`src/rtl/msg_sched_stream.sv`:
```
// msg_sched_stream: SHA-2 message-schedule generator.
// Loads one 16-word padded block and streams W[0..ROUNDS-1], one word per
// w_valid/w_ready handshake. WORD_W selects SHA-256 (32) or SHA-512 (64) sigmas.
// Optional build macro: SCHED_ERR_EN adds the sticky proto_err output.
module msg_sched_stream #(
    parameter int unsigned WORD_W = 32,
    parameter int unsigned ROUNDS = 64
) (
    input  logic                      clock,
    input  logic                      reset,
    input  logic                      blk_valid,
    output logic                      blk_ready,
    input  logic [16*WORD_W-1:0]      blk_data,
    output logic                      w_valid,
    input  logic                      w_ready,
    output logic [WORD_W-1:0]         w_data,
    output logic [$clog2(ROUNDS)-1:0] w_index,
    output logic                      w_last,
    output logic                      done
`ifdef SCHED_ERR_EN
    ,
    output logic                      proto_err
`endif
);

    localparam int unsigned IDX_W    = $clog2(ROUNDS);
    localparam int unsigned LAST_IDX = ROUNDS - 1;

    // Rotation/shift amounts for the small sigma functions of each word size
    localparam int unsigned S0_R1 = (WORD_W == 64) ? 1  : 7;
    localparam int unsigned S0_R2 = (WORD_W == 64) ? 8  : 18;
    localparam int unsigned S0_SH = (WORD_W == 64) ? 7  : 3;
    localparam int unsigned S1_R1 = (WORD_W == 64) ? 19 : 17;
    localparam int unsigned S1_R2 = (WORD_W == 64) ? 61 : 19;
    localparam int unsigned S1_SH = (WORD_W == 64) ? 6  : 10;

    // Reject unsupported configurations at elaboration
    if (WORD_W != 32 && WORD_W != 64) begin : g_bad_word_w
        $error("msg_sched_stream: WORD_W must be 32 or 64");
    end
    if (ROUNDS < 16) begin : g_bad_rounds
        $error("msg_sched_stream: ROUNDS must be at least 16");
    end

    typedef enum logic {
        S_IDLE,
        S_RUN
    } state_t;

    state_t              state;
    logic [WORD_W-1:0]   win [16];
    logic [WORD_W-1:0]   new_word;

    function automatic logic [WORD_W-1:0] rotr(input logic [WORD_W-1:0] x, input int unsigned n);
        return (x >> n) | (x << (WORD_W - n));
    endfunction

    function automatic logic [WORD_W-1:0] sig0(input logic [WORD_W-1:0] x);
        return rotr(x, S0_R1) ^ rotr(x, S0_R2) ^ (x >> S0_SH);
    endfunction

    function automatic logic [WORD_W-1:0] sig1(input logic [WORD_W-1:0] x);
        return rotr(x, S1_R1) ^ rotr(x, S1_R2) ^ (x >> S1_SH);
    endfunction

    // Next schedule word: W[t+16] from the window holding W[t..t+15]
    always_comb begin
        new_word = sig1(win[14]) + win[9] + sig0(win[1]) + win[0];
    end

    // A block can only be taken while idle and out of reset
    assign blk_ready = (state == S_IDLE) && !reset;

    // The presented word is always the head of the window
    assign w_data = win[0];

    // Control FSM and sliding window
    always_ff @(posedge clock) begin
        if (reset) begin
            state   <= S_IDLE;
            w_valid <= 1'b0;
            w_index <= '0;
            w_last  <= 1'b0;
            done    <= 1'b0;
            for (int i = 0; i < 16; i++) begin
                win[i] <= '0;
            end
        end else begin
            done <= 1'b0;
            case (state)
                S_IDLE: begin
                    if (blk_valid) begin
                        for (int i = 0; i < 16; i++) begin
                            win[i] <= blk_data[WORD_W*(15-i) +: WORD_W];
                        end
                        w_index <= '0;
                        w_last  <= 1'b0;
                        w_valid <= 1'b1;
                        state   <= S_RUN;
                    end
                end
                S_RUN: begin
                    if (w_ready) begin
                        for (int i = 0; i < 15; i++) begin
                            win[i] <= win[i+1];
                        end
                        win[15] <= new_word;
                        if (w_index == IDX_W'(LAST_IDX)) begin
                            state   <= S_IDLE;
                            w_valid <= 1'b0;
                            w_index <= '0;
                            w_last  <= 1'b0;
                            done    <= 1'b1;
                        end else begin
                            w_index <= w_index + IDX_W'(1);
                            w_last  <= (w_index == IDX_W'(LAST_IDX - 1));
                        end
                    end
                end
                default: state <= S_IDLE;
            endcase
        end
    end

`ifdef SCHED_ERR_EN
    logic              stall_q;
    logic [WORD_W-1:0] stall_data_q;
    logic              pend_q;

    // Sticky protocol monitor: unstable stalled data or a withdrawn block offer
    always_ff @(posedge clock) begin
        if (reset) begin
            stall_q      <= 1'b0;
            stall_data_q <= '0;
            pend_q       <= 1'b0;
            proto_err    <= 1'b0;
        end else begin
            stall_q      <= (state == S_RUN) && w_valid && !w_ready;
            stall_data_q <= w_data;
            pend_q       <= blk_valid && !blk_ready;
            if ((stall_q && (state == S_RUN) && (w_data != stall_data_q)) ||
                (pend_q && !blk_valid && !blk_ready)) begin
                proto_err <= 1'b1;
            end
        end
    end
`endif

endmodule
```
`config.mk`:
```
export PLATFORM = sky130hd
export DESIGN_NAME = msg_sched_stream
export DESIGN_NICKNAME = d
export VERILOG_FILES = /design/src/rtl/msg_sched_stream.sv
export SDC_FILE = /design/constraint.sdc
export NUM_CORES = 1
export LEC_CHECK = 0
export BUFFER_PORTS_ARGS = -buffer_cell sky130_fd_sc_hd__buf_2
export CORE_MARGIN = 3
export CORE_UTILIZATION = 53
export DETAILED_ROUTE_END_ITERATION = 16
export PLACE_DENSITY = 0.77
export SLEW_MARGIN = 20
export SYNTH_ARGS = -nofsm -noshare
export SYNTH_HDL_FRONTEND = slang
export SYNTH_SLANG_ARGS = --single-unit
```
`constraint.sdc`:
```
create_clock -name clock -period 9.3 [get_ports clock]
set_input_delay 1.86 -clock clock [delete_from_list [all_inputs] [get_ports clock]]
set_output_delay 1.86 -clock clock [all_outputs]
set_load 0.02 [all_outputs]
```
# After elaboration in Yosys (flattened, before gate mapping)
# Memory sizes are Yosys's and may differ from the RTL's.
# Cells that the tools add are included.
[totals] regBits=10 mem_bits_rw=512 input_bits=516 output_inout_bits=42 mem_count=1
[classes] add_sub_neg=4 eq_ne=5 mux=58 n_bitwise=42 n_reduce_logical=5
[mem_list] memory="win" words=16 width=32 rd=16 rd_ports_with_merged_regs=0 write_ports=16 line_no="51" rtl="logic [WORD_W-1:0] win [16];"
[op_table] cell="2-to-1 mux 32 bit" count=32
[op_table] cell="adder 32 bit" count=3
[op_table] cell="XOR 32 bit" count=2
[op_table] cell="bitwise OR 1 bit" count=32
[op_table] cell="bitwise OR 13 x 32 -> 32 bit" count=1
[op_table] cell="bitwise OR 14 x 32 -> 32 bit" count=1
[op_table] cell="bitwise OR 15 x 32 -> 32 bit" count=1
[op_table] cell="bitwise OR 25 x 32 -> 32 bit" count=1
[op_table] cell="XOR 32 x 22 -> 32 bit" count=1
[op_table] cell="XOR 32 x 29 -> 32 bit" count=1
[op_table] cell="2-to-1 mux 1 bit" count=19
[op_table] cell="2-to-1 mux 6 bit" count=3
[op_table] cell="equality test 6 bit (second input constant)" count=2
[op_table] cell="case mux 6 bit (2 select lines)" count=1
[op_table] cell="adder 6 x 1 -> 6 bit (second input constant)" count=1
[op_table] cell="case mux 1 bit (2 select lines)" count=3
[op_table] cell="!= test 2 bit (second input constant)" count=2
[op_table] cell="AND reduction 3 bit" count=1
[op_table] cell="OR reduction 3 bit" count=1
[op_table] cell="!= test 2 x 1 -> 1 bit (second input constant)" count=1
[op_table] cell="NOT 1 bit" count=2
[op_table] cell="AND reduction 2 bit" count=1
[op_table] cell="logical AND 1 bit" count=1
[op_table] cell="zero test 1 bit" count=1

# Depth between registers and ports, before layout
# Gate-level depths: netlist (run 1).
[logic_depth] ltp_word=7 mapped_depth=16 depth_no_buf=16

# Worst setup path after synthesis (run 1)
# OpenSTA, ideal clock, no wires.
[synth_timing] path_kind="input -> register" startpoint="input port w_ready" endpoint="memory win[3][4], in the netlist win[0][100] (enable)" setup_time_ns=1.763 arrival_ns=6.320 t_required_ns=7.537 path_slack_ns=1.217 path_stages=5 n_path_buf=2 path_cell_list="and2_1 clkbuf_1 nor2_1 clkbuf_1 nand2_1"
[synth_rtl] element="from (decl)" line_no="15" rtl="input logic w_ready,"
[synth_rtl] element="to (decl)" line_no="51"

==> flow_summary.toml, run 1 <==
[clock_network]
cts_tree = "done"
cts.repair.resized = 0
postCtsSetupRepairBufs = 0
cts_hold_buf = 0
htree_num_levels = 2
cts.path.max_buffers = 3
cts_buffers = 55
root_buffer = "clkbuf_16"
cts.sinks = 522
insertion_delay_ps = 610
clk_pin_slew_ps = 80

[synth]
synth_ff_type = "edfxtp_1"
synth_cell_types = 56
ys_seq_area_frac = 0.567
synthArstFlopShare = 0
synth_edf_count = 512
synth_top_cell_by_area = "edfxtp_1"
synth_area_leaders = "edfxtp_1 56%, nand2_1 12%, a21oi_1 8.5%, fa_1 4.5%, xnor2_1 3.7%"
ys_ff_latch = 522
syn_avg_cell_area_um2 = 10.0
synth.most_common_cell = "nand2_1"
yosys_warnings = 0
synthTopCellsByCount = "897 x nand2_1, 512 x edfxtp_1, 469 x a21oi_1, 152 x inv_1, 141 x clkbuf_1"
synth_nets = 3357
postSynthCellCount = 2746
synth_area_um2 = 27500
synth_top_area_frac = 0.560

[floorplanning]
dieArea_um2 = 54600
die_height_um = 234
die_w_um = 234
core_um2 = 50700
rows = 82
start_util = 0.542
ios = 558

[sta]
rsz0062_at_grt = "no"
relSlewSlack = 0.184
timing.setup.tns_ps = 0
tightest_slew_ps = 1220
max_freq_mhz = 214
fin_crit_sh = 0.504
min_period_ps = 4680
setup_viol = 0
skew_ps = 16.6
finalHoldViolCount = 0
whs_ps = 464
slew_viol_final = 0

[pwr]
power.density_nw_per_um2 = 252
combinationalPowerShare = 0.352
clkPwrFrac = 0.271
p_seq_frac = 0.376
p_switching_mw = 3.00
leakagePower_nw = 13.8
switching_share = 0.370
intPower_mw = 5.10
ir_worst_vdd_mv = 0.150

[final_layout]
syn_to_final_growth_pct = 17.2
layout-drive-gt1-share = 0.207
nNetsFinal = 3775
multi_input_area_um2 = 10500
fin_area_um2 = 32200
nFillCells = 4220
seqCellArea_um2 = 15600

[setup_path]
end_kind = "flop"
crit_path_max_fanout = 4
startpoint_type = "flop"
cp.arrival_ps = 5040
path_class = "reg -> reg"
crit_required_ps = 9660

[detailed_routing]
detail-route-antenna-nets = 0
first_pass_iters = 5
via_per_inst = 5.91
wl_um = 102000
drtIter0Drc = 2984
drc_errors = 0
num_vias = 23000
wire_per_inst_um = 26.1

[grt]
grt_start_max_net_pins = 210
globalRouteOverflowTotal = 0
grt_pass1_wl_um = 142000
grt_util_all_layers = 0.362
antenna_found_initial = 17
grt_pass1_vias = 21900

[place]
portBuffers = 557
post-dp-hpwl_um = 76200
gp_congestion = 0.974
dpl_cell_area_um2 = 30400

[outcome]
status = "finished clean"

[run]
max_cap_violations = 0

[hold_path]
hold_path_class = "reg -> reg"
[layer usage]
metal  GRT usage  up-vias  part of all wire
met5           0        -           0.00068
met4       0.165       10             0.053
met3      0.0712      225              0.10
met2       0.566     1458              0.46
met1       0.490    11100              0.38
li1            -    10200                 -
[cell type report]
class,count,share of cell area
Sequential cell,522,0.484
Multi-Input combinational cell,1862,0.325
Timing Repair Buffer,571,0.0922
Clock buffer,71,0.0459
Tap cell,672,0.0261
Inverter,152,0.0177
Clock inverter,31,0.00855
Antenna cell,11,0.000855
[flip-flops by register name, indices dropped and copies added, names as in the netlist]
signal / flops
state: 1
w_index: 6
w_valid: 1
w_last: 1
win: 512
done: 1
[cells by family after synthesis]
kind of cell             synth area share
AND/OR/NAND/NOR                     0.144
AO/OA/AOI/OAI                       0.130
flip-flops                          0.567
buffers and inverters              0.0547
XOR/XNOR                           0.0446
adder cells (fa/ha/maj)            0.0602
[layout by cell type, fill, tap and decap left out, types with 7 or more instances in the layout]
cell and count:
xor2_1 23, a31oi_1 8, nand4_1 9, o211ai_1 10, ha_1 33, inv_1 152, diode_2 11, nand3_1 19
edfxtp_1 512, nor2_1 22, o21ai_0 34, a22o_1 63, buf_2 556, dfxtp_1 10, fa_1 62, clkbuf_1 14
nand2_1 892, clkinv_1 10, buf_4 7, a21oi_1 469, nor3_1 9, or3_1 10, clkbuf_16 57, a21o_1 12
xnor2_1 117, clkinv_2 10
[final timing paths]
kind                                 start  cells past startpoint  slack (ps)     endpoint
worst max-delay path            win[0][40]                     16        4620  win[1][249]
worst min-delay path                w_last                      2         460       w_last
worst max register to register  win[0][40]                     16        4620  win[1][249]
worst min register to register      w_last                      2         460       w_last
[power by group through the flow]
stage          Clock [mW]  Combinational (mW)  Sequential (mW)
2_1_floorplan           0                1.93             3.02
3_3_place_gp            0                2.76             3.08
3_5_place_dp            0                2.76             3.08
4_1_cts              2.20                2.78             3.04
5_1_grt              2.29                3.09             3.06
6_report             2.20                2.86             3.05
[metrics by stage]
stage / instances / total power, mW / util / worst slack (ps)
finish: 3892 / 8.10 / 0.635 / 4620
CTS: 3881 / 8.03 / 0.634 / 4730
detailed placement: 3779 / 5.84 / 0.600 / 4180
global route: 3885 / 8.44 / 0.635 / 4490
global placement: 3779 / 5.84 / 0.600 / 4220
floorplan: 2746 / 4.95 / - / 1220
[worst max-delay path: stages (launching register included)]
cell and delay, ps:
edfxtp_1 480, xnor2_1 190, xnor2_1 380, fa_1 490, inv_1 80, fa_1 400, inv_1 70, ha_1 170
inv_1 70, fa_1 450, nor2b_1 230, o2111ai_1 270, a21o_1 280, a31oi_2 240, nand3_2 140, nor3b_1 160
or3_1 310
(Power assumes the default switching activity.)
==> run 2, diff against run 1 <==
--- a/config.mk
+++ b/config.mk
@@ -5,6 +5,7 @@
 export SDC_FILE = /design/constraint.sdc
 export NUM_CORES = 1
 export LEC_CHECK = 0
+export ABC_AREA = 1
 export BUFFER_PORTS_ARGS = -buffer_cell sky130_fd_sc_hd__buf_2
 export CORE_MARGIN = 3
 export CORE_UTILIZATION = 53
==> constraint.sdc (replaced) <==
create_clock -name clock -period 4.52 [get_ports clock]
set_input_delay 0.904 -clock clock [delete_from_list [all_inputs] [get_ports clock]]
set_output_delay 0.904 -clock clock [all_outputs]
set_load 0.02 [all_outputs]
==> run 2 against run 1 <==
Effect of this change: worst hold slack improved by 56 ps; fmax rose by 10%; wire length decreased by 3.6%; first-iteration DRC count fell by 22%; utilization is 0.47 points lower; power rose by 110%; clock-buffer cell count fell by 7; sequential cell count did not move; via count decreased by 3.6%.
==> flow_summary.toml, run 2 <==
[place]
portBuffers = 557
dpl_cell_area_um2 = 30700
gp_congestion = 1.04
post-dp-hpwl_um = 75200

[pwr]
ir_worst_vdd_mv = 0.334
power.density_nw_per_um2 = 524
leakagePower_nw = 14.8

[clock_network]
root_buffer = "clkbuf_16"
insertion_delay_ps = 610
cts_buffers = 53
cts.sinks = 522
cts_hold_buf = 0
cts.repair.resized = 0
postCtsSetupRepairBufs = 0
clk_pin_slew_ps = 70
htree_num_levels = 2
cts.path.max_buffers = 3
cts_tree = "done"

[setup_path]
crit_required_ps = 4870
r2r_end = "win[1][248]"
cp_common_cell = "nand2_1"
crit_family = "adder cells"
reg2reg_slack_ps = 270
crit_chain = "xnor2_1 -> xor2_1 -> inv_1 -> fa_1 -> inv_1 -> fa_1 -> inv_1 -> ha_1 -> nand2_1 -> inv_1 -> nand2_1 -> o21bai_1 -> nand2_1 -> nand3_1 -> nand2_1 -> nand3_1 -> nand2_1"
slowest_stage = "edfxtp_1"
cp.arrival_ps = 4610
rr_startpoint = "win[0][49]"
max_stage_delay_ps = 560
path_class = "reg -> reg"
crit_path_max_fanout = 5
startpoint_type = "flop"
r2r_cells = 17
end_kind = "flop"
cp_num_buf_inv = 4

[hold_path]
hold_depth = 1
hp-start = "w_index[2]"
hold_path_class = "reg -> reg"
whs_endpoint = "w_index[2]"

[sta]
setup_viol = 0
rsz0062_at_grt = "no"
timing.setup.tns_ps = 0
slew_viol_final = 0
relSlewSlack = 0.356
skew_ps = 22.2
min_period_ps = 4250
max_freq_mhz = 235
fin_crit_sh = 0.941
tightest_slew_ps = 966
finalHoldViolCount = 0

[run]
max_cap_violations = 0

[final_layout]
largest_reg_flops = 512
largestRegisters = "win: 512 flops, w_index: 6 flops"
nNetsFinal = 3776
multi_input_area_um2 = 10000
final_common_cell = "nand2_1"
seqCellArea_um2 = 15600
fin_area_um2 = 32500
layout.cells.most_common_list = "843 x nand2_1, 557 x buf_2, 512 x edfxtp_1, 311 x inv_1, 235 x a21oi_1"
nFillCells = 4287
layout-drive-gt1-share = 0.216
syn_to_final_growth_pct = 17.4
largest-register = "win"

[detailed_routing]
drc_errors = 0
drtIter0Drc = 2331
wl_um = 98100
wire_per_inst_um = 25.1
via_per_inst = 5.68
first_pass_iters = 6
detail-route-antenna-nets = 0
num_vias = 22200

[synth]
synth_nets = 3314
synthTopCellsByCount = "846 x nand2_1, 512 x edfxtp_1, 311 x inv_1, 235 x a21oi_1, 141 x a22o_1"
synth_area_leaders = "edfxtp_1 56%, nand2_1 11%, fa_1 4.5%, a22o_1 4.5%, a21oi_1 4.3%"
ys_ff_latch = 522
synth_edf_count = 512
postSynthCellCount = 2703
synth_cell_types = 37
synth_area_um2 = 27700
yosys_warnings = 0
synth_ff_type = "edfxtp_1"
synthArstFlopShare = 0
synth_top_area_frac = 0.556
synth.most_common_cell = "nand2_1"
synth_top_cell_by_area = "edfxtp_1"
syn_avg_cell_area_um2 = 10.2
ys_seq_area_frac = 0.563

[grt]
grt_util_all_layers = 0.349
antenna_found_initial = 27
grt_pass1_vias = 21200
grt_pass1_wl_um = 137000
globalRouteOverflowTotal = 0
grt_start_max_net_pins = 194

[floorplanning]
die_height_um = 234
rows = 83
die_w_um = 234
dieArea_um2 = 55000
start_util = 0.537
ios = 558
core_um2 = 51500

[outcome]
status = "finished clean"
[run 2: cell types whose count changed after synthesis, moves of 12 or more]
cell	before	now
xnor2_1	117	56
clkbuf_1	141	37
buf_2	2	92
nor2_1	23	48
nand3_1	19	41
buf_1	31	3
xor2_1	23	63
a22o_1	63	141
a32o_1	1	62
inv_1	152	311
nand2_1	897	846
a21oi_2	0	20
a21o_1	12	0
a21oi_1	469	235
[run 2: worst max-delay path by stage]
stage | from | to | slack [ps] | cells past startpoint
finish | win[0][49] | win[1][248] | 270 | 17
global route | win[0][49] | win[1][248] | 130 | 17
CTS | win[0][49] | win[1][248] | 400 | 17
detailed placement | win[0][49] | win[1][248] | 440 | 17
global placement | win[0][49] | win[1][248] | 350 | 17
floorplan | reset | win[1][100] | 150 | 5
[run 2: per-layer routing]
metal  share of wire  track usage  wire length, µm
met5          0.0015            0              149
met4           0.044        0.144             4320
met3           0.098       0.0741             9630
met2            0.47        0.562            46300
met1            0.38        0.463            37600
[run 2: metrics by stage]
step	hold slack (ps)	setup slack, ps	utilization	std cells	power (mW)
after floorplan	512	146	-	2703	10.3
after global placement	494	346	0.596	3790	12.4
after detailed placement	507	435	0.596	3790	12.4
after CTS	517	398	0.630	3890	16.9
after global routing	526	127	0.630	3901	17.9
final	520	266	0.630	3904	17.0
[run 2: layout make-up]
cell class | instances | area share
antenna | 14 | 0.00108
clock buffer | 64 | 0.0428
clock inverter | 36 | 0.0107
inverter | 314 | 0.0365
multi-input combinational | 1692 | 0.308
sequential | 522 | 0.480
tap | 680 | 0.0262
timing repair buffer | 582 | 0.0947
[run 2: cell families after synthesis]
logic type      count (synthesis)  synth area share
compound gates                511             0.126
xor+xnor                      119            0.0377
fa+ha+maj                      95            0.0598
buf+inv                       489            0.0773
flops                         522             0.563
simple gates                  967             0.136
[run 2: power by group]
group          switching, mW  internal, mW  leakage, nW  total (mW)
logic                   4.26          2.04         8.33        6.30
clock network           1.97          2.50        0.839        4.47
registers              0.336          5.90         5.65        6.24
